[src/rtl/serial_adder_ctrl_if.sv]
// Operand request and result handshake bundle for serial_adder_ctrl.
// The master side supplies operands and consumes results; the slave is the controller.
interface serial_adder_ctrl_if #(parameter int WIDTH = 8);
  logic             in_valid;
  logic             in_ready;
  logic [WIDTH-1:0] op_a;
  logic [WIDTH-1:0] op_b;
  logic             op_cin;
  logic             out_valid;
  logic             out_ready;
  logic [WIDTH-1:0] res_sum;
  logic             res_cout;
  logic             res_ovf;

  modport master (
    output in_valid, op_a, op_b, op_cin, out_ready,
    input  in_ready, out_valid, res_sum, res_cout, res_ovf
  );

  modport slave (
    input  in_valid, op_a, op_b, op_cin, out_ready,
    output in_ready, out_valid, res_sum, res_cout, res_ovf
  );
endinterface

[src/rtl/serial_adder_ctrl.sv]
// Bit-serial adder controller: streams operand bit pairs LSB first through one
// external full-adder cell and collects sum, carry-out and signed overflow.
module serial_adder_ctrl #(
  parameter int WIDTH = 8
) (
  input  logic                 clk,
  input  logic                 rst_n,
  serial_adder_ctrl_if.slave   bus,
  output logic                 fa_in1,
  output logic                 fa_in2,
  output logic                 fa_cin,
  input  logic                 fa_sum,
  input  logic                 fa_cout
);

  localparam int CW = $clog2(WIDTH);
  localparam logic [CW-1:0] LAST = CW'(WIDTH - 1);

  localparam logic [1:0] IDLE = 2'd0;
  localparam logic [1:0] RUN  = 2'd1;
  localparam logic [1:0] DONE = 2'd2;

  logic [1:0]       state;
  logic [WIDTH-1:0] a_sh;
  logic [WIDTH-1:0] b_sh;
  logic [WIDTH-1:0] sum_sh;
  logic             carry;
  logic [CW-1:0]    cnt;
  logic             cout_q;
  logic             ovf_q;

  // On the last bit, carry still holds the carry into the MSB, so overflow is carry ^ fa_cout.
  always_ff @(posedge clk or negedge rst_n) begin
    if (!rst_n) begin
      state  <= IDLE;
      a_sh   <= '0;
      b_sh   <= '0;
      sum_sh <= '0;
      carry  <= 1'b0;
      cnt    <= '0;
      cout_q <= 1'b0;
      ovf_q  <= 1'b0;
    end else begin
      case (state)
        IDLE: begin
          if (bus.in_valid) begin
            a_sh  <= bus.op_a;
            b_sh  <= bus.op_b;
            carry <= bus.op_cin;
            cnt   <= '0;
            state <= RUN;
          end
        end
        RUN: begin
          sum_sh <= {fa_sum, sum_sh[WIDTH-1:1]};
          carry  <= fa_cout;
          a_sh   <= a_sh >> 1;
          b_sh   <= b_sh >> 1;
          if (cnt == LAST) begin
            cout_q <= fa_cout;
            ovf_q  <= carry ^ fa_cout;
            state  <= DONE;
          end else begin
            cnt <= cnt + CW'(1);
          end
        end
        DONE: begin
          if (bus.out_ready) begin
            state <= IDLE;
          end
        end
        default: state <= IDLE;
      endcase
    end
  end

  assign bus.in_ready  = (state == IDLE);
  assign bus.out_valid = (state == DONE);
  assign bus.res_sum   = sum_sh;
  assign bus.res_cout  = cout_q;
  assign bus.res_ovf   = ovf_q;

  assign fa_in1 = (state == RUN) & a_sh[0];
  assign fa_in2 = (state == RUN) & b_sh[0];
  assign fa_cin = (state == RUN) & carry;

endmodule

[src/flat_wrapper.sv]
// flat-port wrapper written by rule: the top's interface ports become plain ports
module serial_adder_ctrl_flat 
#(
  parameter int WIDTH = 8
)
  (clk, rst_n, fa_in1, fa_in2, fa_cin, fa_sum, fa_cout, bus_in_valid, bus_op_a, bus_op_b, bus_op_cin, bus_out_ready, bus_in_ready, bus_out_valid, bus_res_sum, bus_res_cout, bus_res_ovf);
  serial_adder_ctrl_if #(.WIDTH(WIDTH)) bus_i ();
  input  logic clk;
  input  logic rst_n;
  output logic fa_in1;
  output logic fa_in2;
  output logic fa_cin;
  input  logic fa_sum;
  input  logic fa_cout;
  input wire logic [$bits(bus_i.in_valid)-1:0] bus_in_valid;
  input wire logic [$bits(bus_i.op_a)-1:0] bus_op_a;
  input wire logic [$bits(bus_i.op_b)-1:0] bus_op_b;
  input wire logic [$bits(bus_i.op_cin)-1:0] bus_op_cin;
  input wire logic [$bits(bus_i.out_ready)-1:0] bus_out_ready;
  output wire logic [$bits(bus_i.in_ready)-1:0] bus_in_ready;
  output wire logic [$bits(bus_i.out_valid)-1:0] bus_out_valid;
  output wire logic [$bits(bus_i.res_sum)-1:0] bus_res_sum;
  output wire logic [$bits(bus_i.res_cout)-1:0] bus_res_cout;
  output wire logic [$bits(bus_i.res_ovf)-1:0] bus_res_ovf;
  assign bus_i.in_valid = bus_in_valid;
  assign bus_i.op_a = bus_op_a;
  assign bus_i.op_b = bus_op_b;
  assign bus_i.op_cin = bus_op_cin;
  assign bus_i.out_ready = bus_out_ready;
  assign bus_in_ready = bus_i.in_ready;
  assign bus_out_valid = bus_i.out_valid;
  assign bus_res_sum = bus_i.res_sum;
  assign bus_res_cout = bus_i.res_cout;
  assign bus_res_ovf = bus_i.res_ovf;
  serial_adder_ctrl #(.WIDTH(WIDTH)) u_core (.clk(clk), .rst_n(rst_n), .bus(bus_i), .fa_in1(fa_in1), .fa_in2(fa_in2), .fa_cin(fa_cin), .fa_sum(fa_sum), .fa_cout(fa_cout));
endmodule
[config.mk]
export PLATFORM = sky130hd
export DESIGN_NAME = serial_adder_ctrl_flat
export DESIGN_NICKNAME = d
export VERILOG_FILES = /design/src/rtl/serial_adder_ctrl_if.sv /design/src/rtl/serial_adder_ctrl.sv /design/src/flat_wrapper.sv
export SDC_FILE = /design/constraint.sdc
export NUM_CORES = 1
export LEC_CHECK = 0
export CAP_MARGIN = 20
export CORE_AREA = 3 3 68 101
export CTS_CLUSTER_SIZE = 16
export DETAILED_ROUTE_END_ITERATION = 8
export DIE_AREA = 0 0 71 104
export PLACE_DENSITY = 0.5
export SLEW_MARGIN = 10
export SYNTH_ARGS = -nofsm -noshare
export SYNTH_HDL_FRONTEND = slang
export SYNTH_SLANG_ARGS = --single-unit
[constraint.sdc]
create_clock -name clk -period 3.8 [get_ports clk]
set_input_delay 0.76 -clock clk [delete_from_list [all_inputs] [get_ports clk]]
set_output_delay 0.76 -clock clk [all_outputs]
set_load 0.05 [all_outputs]
==> metrics.txt, run 1 <==
status=completed; Detailed Route WL=3.61 mm; post-CTS setup buffer count=0; leakage=around 0.00086 uW; largest area contributor in the netlist=dfrtp_1; GRT Total Usage=10.3%; crit share post-route=77.7%; Starting Density=24.5%; maximum clock frequency=339 MHz; DIE HEIGHT=between 100 and 150 um; critical path endpoint category=primary output; fin crit period=2.95 ns; vias in the first global route=approximately 1200; post-synthesis sequential area ratio=53.3%; CTS Root Cell=clkbuf_8; RSZ-0062 raised after global routing=no; first-pass GRT wire length=5.95 mm; hold-fix buffers at CTS=0; top post-synthesis cells by area=dfrtp_1 (53%), o22a_1 (12%), nand2_1 (8.5%), buf_2 (2.7%), nand3b_1 (2.0%); die area=between 7000 and 8000 um2; DR pass1 iterations=4; post-CTS sizing=0; arrival time worst endpoint=2.19 ns; setup violators final=0; Crit Path Category=reg -> out; Area growth syn-to-layout=34.1%; Crit Path Max Fanout=16; ANT cells=0; CTS sink cnt=32; flops & latches, synth=32; post-synthesis cell area=between 1500 and 2000 um2; VDD IR max=0.275 mV; Worst EP required=3.04 ns; layout cells sized above 1=9.39%; DRC=0; core box area=6130 um2; Placed Instance Area=1920 um2; htree depth=2; Clock Skew=0.00174 ns; Power Dens Cells=884 nW/um2; Max Slew Vio Count=0; Worst-Skew Late Latency=roughly 0.28 ns; DR vias/cell=about 4.6; FP Rows=35; CTS clk-pin slew, worst paths=~0.070 ns; Detailed Place HPWL=2.52 mm; fillcell total=roughly 660; vias after detailed routing=between 1000 and 1500; RePlAce Congestion=0.703; Routed Antenna Nets=0; Net Count, Synth=between 150 and 200; pin count of the biggest net entering global routing=33; nets@finish=205; initial antenna violation count=0; Slew HR=47.1%; gr ovfl total=0; Post-synth ARST share=100%; CP Launch Type=register; IO Pins=38; final hold violation count=0; EDFF count, synth=0; Max clock buf depth=2; CTS tree=yes; worst hold path class=reg -> reg; Horiz. Die Dim=71 um; Yosys Warn Count=0; Fin Setup TNS=0 ns; Max-Cap Viols=0; CTS Buf Count=5; PortBufs=37; measured slew at the worst slew-check pin=0.790 ns; DRT iter0 DRCs=26; Mapped Cells=between 100 and 150; Final Instance Area=2010 um2; synth unique cells=29; routed length per instance=14.1 um; top_reg_cell synth=dfrtp_1; Avg Synthesized Cell Area=10.4 um2; Synth top area share=53.3%
==> layout by cell type (no fill, tap or decap), types with 2 or more instances in the layout <==
master,netlist,layout
a21oi_1,3,3
a22oi_1,3,3
and2_1,3,3
buf_4,0,3
clkbuf_8,0,6
clkdlybuf4s50_1,0,37
clkinv_2,0,2
dfrtp_1,32,32
ha_1,2,2
mux2_2,2,2
nand2_1,34,34
nand2b_1,3,3
nand3_1,4,4
nand3b_1,4,4
nor2_1,2,2
nor2b_1,3,3
nor3b_1,2,2
o21ai_0,5,5
o22a_1,20,20
==> critical path, stage by stage (launching register included) <==
cell             delay [ns]
dfrtp_1                0.58
nor2b_1                0.18
buf_4                  0.20
and2_1                 0.15
clkdlybuf4s50_1        0.79
==> path summary, 6_finish.rpt <==
check / start / endpoint / slack [ns] / depth (start not counted)
min in group asynchronous: rst_n / u_core.cnt[2]$_DFFE_PN0P_ / 0.88 / 2
max in group asynchronous: rst_n / u_core.a_sh[7]$_DFFE_PN0P_ / 2.62 / 2
setup / recovery: u_core.state[0]$_DFFE_PN0P_ / fa_cin / 0.85 / 4
setup reg to reg: u_core.state[0]$_DFFE_PN0P_ / u_core.a_sh[5]$_DFFE_PN0P_ / 2.10 / 3
hold / removal: u_core.bus.res_sum[0]$_DFFE_PN0N_ / u_core.bus.res_sum[0]$_DFFE_PN0N_ / 0.48 / 2
hold reg to reg: u_core.bus.res_sum[0]$_DFFE_PN0N_ / u_core.bus.res_sum[0]$_DFFE_PN0N_ / 0.48 / 2
==> where the power goes <==
part / total, uW / internal (uW) / switching [uW]
clock: 273 / 144 / 128
sequential: 612 / 497 / 115
combinational: 896 / 374 / 522
==> Yosys cell counts (all sizes together), types with 2 or more instances <==
| master | number |
|---|---|
| a21oi | 3 |
| a22oi | 3 |
| and2 | 3 |
| buf | 10 |
| dfrtp | 32 |
| ha | 2 |
| inv | 2 |
| mux2 | 2 |
| nand2 | 34 |
| nand2b | 4 |
| nand3 | 4 |
| nand3b | 4 |
| nor2 | 3 |
| nor2b | 3 |
| nor3b | 2 |
| o21ai | 6 |
| o22a | 20 |
==> through the flow <==
| step | cells | utilization, % | hold WS (ns) | setup slack [ns] | total power (uW) |
|---|---|---|---|---|---|
| 2_1_floorplan | 144 | - | 0.464 | 1.83 | 1270 |
| 3_3_place_gp | 247 | 31.3 | 0.469 | 1.19 | 1520 |
| 3_5_place_dp | 247 | 31.3 | 0.473 | 1.17 | 1530 |
| 4_1_cts | 255 | 32.9 | 0.489 | 0.851 | 1810 |
| 5_1_grt | 255 | 32.9 | 0.515 | 0.723 | 1900 |
| 6_report | 255 | 32.9 | 0.483 | 0.848 | 1780 |
==> registers in the layout (all words and copies together) (netlist names) <==
register,count
u_core.bus.res_sum,8
u_core.b_sh,8
u_core.state,2
u_core.bus.res_ovf,1
u_core.carry,1
u_core.bus.res_cout,1
u_core.a_sh,8
u_core.cnt,3
==> cells by family after synthesis <==
| group | after synthesis | share of synthesized area (%) |
|---|---|---|
| mux | 2 | 1.50 |
| xor+xnor | 1 | 0.583 |
| compound gates | 37 | 19.3 |
| buf+inv | 13 | 4.91 |
| fa+ha+maj | 2 | 1.67 |
| flops | 32 | 53.3 |
| simple gates | 57 | 18.7 |
==> metal layers <==
layer  vias to the layer above  track usage, %  wire length, um
met4                         0            4.03               61
li1                        579               -                -
met3                         5            2.51              140
met5                         -               0                0
met1                       572            11.5             1430
met2                        27            18.3             1980
==> final cells by class <==
class / count / area (um2) / share of cell area, %
multi-input cells: 99 / 628 / 31.2
inverters: 2 / 7.51 / 0.373
repair buffers: 40 / 393 / 19.5
clock inverters: 2 / 10.0 / 0.497
clock buffers: 6 / 82.6 / 4.10
well taps: 74 / 92.6 / 4.60
flip-flops and latches: 32 / 801 / 39.8
(Power assumes the default switching activity.)
==> run 2, diff against run 1 <==
--- a/config.mk
+++ b/config.mk
@@ -10,7 +10,7 @@
 export CTS_CLUSTER_SIZE = 16
 export DETAILED_ROUTE_END_ITERATION = 8
 export DIE_AREA = 0 0 71 104
-export PLACE_DENSITY = 0.5
+export PLACE_DENSITY = 0.52
 export SLEW_MARGIN = 10
 export SYNTH_ARGS = -nofsm -noshare
 export SYNTH_HDL_FRONTEND = slang
==> constraint.sdc (replaced) <==
create_clock -name clk -period 2.5 [get_ports clk]
set_input_delay 0.5 -clock clk [delete_from_list [all_inputs] [get_ports clk]]
set_output_delay 0.5 -clock clk [all_outputs]
set_load 0.05 [all_outputs]
==> run 2 against run 1 <==
Against the previous run:
- hold slack got worse by 0.012 ns
- clock power up 78%
- critical path depth is 1 lower
- cell area up 2.0%
- critical endpoint unchanged
- largest power group unchanged
- highest routed layer unchanged
==> metrics.txt, run 2 (same netlist as run 1, synthesis figures left out) <==
CTS tree=yes; CTS Root Cell=clkbuf_8; Detailed Route WL=3.55 mm (-1.6%); fillcell total=657 (+0.31%); DRT iter0 DRCs=30 (+15%); Starting Density=24.5% (unchanged); CTS Buf Count=5 (unchanged); post-CTS setup buffer count=0 (unchanged); gr ovfl total=0 (unchanged); Fin Setup TNS=0 ns (unchanged); r2r setup slk=0.67 ns (-1.43 ns); fin crit period=2.02 ns; Slew HR=47.1% (about the same); CP Launch Type=register; GRT Total Usage=10.5% (+0.26 points); status=completed; CTS sink cnt=32 (unchanged); arrival time worst endpoint=1.52 ns (-0.67 ns); measured slew at the worst slew-check pin=0.791 ns (+0.000669 ns); Clock Skew=0.00899 ns (+0.00725 ns); nets@finish=205 (unchanged); initial antenna violation count=0 (unchanged); layout cells sized above 1=11.6% (+2.2 points); vias in the first global route=1272 (+4.2%); Reg2Reg Launch Point=u_core.state[1]$_DFFE_PN0P_; Power Dens Cells=1390 nW/um2 (+57%); Max-Cap Viols=0 (unchanged); routed length per instance=13.9 um (-1.6%); FP Rows=35 (unchanged); most frequent cells in the layout=nand2_1 (34), clkdlybuf4s50_1 (32), dfrtp_1 (32); ANT cells=0 (unchanged); maximum clock frequency=496 MHz; Crit Path Category=reg -> out; part of the power in combinational logic=50.0% (-0.3 points); die area=7380 um2 (unchanged); hold-fix buffers at CTS=0 (unchanged); vias after detailed routing=1192 (+0.76%); DRC=0 (unchanged); crit share post-route=80.7%; leakage=0.000881 uW (+2.7%); core box area=6130 um2 (unchanged); Crit Path Max Fanout=11 (-5); post-CTS sizing=0 (unchanged); sw frac=41.2% (-1.7 points); htree depth=2 (unchanged); Area growth syn-to-layout=36.7%; RePlAce Congestion=0.680 (-3.2%); worst hold start=u_core.bus.res_sum[0]$_DFFE_PN0N_; commonest non-fill, non-tap cell in the layout=nand2_1; pin count of the biggest net entering global routing=33 (unchanged); DR pass1 iterations=4 (unchanged); critical path endpoint category=primary output; NetSw=1180 uW (+54%); crit path from=u_core.state[0]$_DFFE_PN0P_; Horiz. Die Dim=71 um (unchanged); Worst-Skew Late Latency=0.28 ns (about the same); CTS clk-pin slew, worst paths=0.07 ns (about the same); worst hold path class=reg -> reg; Max Slew Vio Count=0 (unchanged); IO Pins=38 (unchanged); Detailed Place HPWL=2.60 mm (+2.8%); Max clock buf depth=2 (unchanged); P_int=1680 uW (+65%); DR vias/cell=4.67 (+0.76%); final hold violation count=0 (unchanged); DIE HEIGHT=104 um (unchanged); register share of total power=33.0% (-1.4 points); setup violators final=0 (unchanged); Routed Antenna Nets=0 (unchanged); Worst EP required=2.00 ns (-1.04 ns); first-pass GRT wire length=6.13 mm (+3.0%); total power=2860 uW (+60%); PortBufs=37 (unchanged); VDD IR max=0.435 mV (+58%); power share of the clock group=17.0% (+1.7 points); RSZ-0062 raised after global routing=no
## run 2: cell types whose count changed in the layout (fill, tap and decap cells not counted), sizes merged
cell           delta
buf               +5
clkdlybuf4s50     -5
bufinv            +1
clkinv            -1
## run 2: through the flow
stage / std cells / hold WS [ns] / util, % / area (um2) / setup slack (ns)
final: 255 / 0.472 / 33.5 / 2050 / 0.484
after global routing: 255 / 0.515 / 33.5 / 2050 / 0.345
after floorplan: 144 / 0.204 / - / 1500 / 0.794
after global placement: 247 / 0.461 / 31.8 / 1950 / 0.255
after detailed placement: 247 / 0.465 / 31.8 / 1950 / 0.245
after CTS: 255 / 0.481 / 33.5 / 2050 / 0.446
## run 2: power groups by stage
stage / sequential (uW) / clock (uW) / combinational (uW)
floorplan: 1140 / 0 / 792
global placement: 957 / 0 / 1440
detailed placement: 956 / 0 / 1460
CTS: 947 / 503 / 1450
global route: 982 / 534 / 1550
finish: 943 / 485 / 1430
## run 2: cell type report
cell class / instances / area, um2 / area share (%)
sequential: 32 / 801 / 39.0
multi-input combinational: 99 / 628 / 30.6
timing repair buffer: 40 / 418 / 20.3
tap: 74 / 92.6 / 4.51
clock buffer: 6 / 72.6 / 3.53
clock inverter: 2 / 35.0 / 1.71
inverter: 2 / 7.51 / 0.365
## run 2: layer usage
layer  vias to the layer above  track usage (%)  wire (um)
met5                         -                0          0
met3                         4             3.00        138
li1                        576                -          -
met2                        26             18.4       1950
met4                         0             3.23         38
met1                       586             12.2       1430
## run 2: final timing paths
check,to,cells after the start
min reg2reg,u_core.bus.res_sum[0]$_DFFE_PN0N_,2
min,u_core.bus.res_sum[0]$_DFFE_PN0N_,2
max,fa_cin,3
max in group asynchronous,u_core.cnt[2]$_DFFE_PN0P_,2
max reg2reg,u_core.a_sh[5]$_DFFE_PN0P_,3
min in group asynchronous,u_core.bus.res_sum[1]$_DFFE_PN0N_,2
## run 2: critical path: stages, from the launching register on
cell	delay (ns)
dfrtp_1	0.59
nor2b_1	0.28
and2_1	0.21
buf_12	0.15
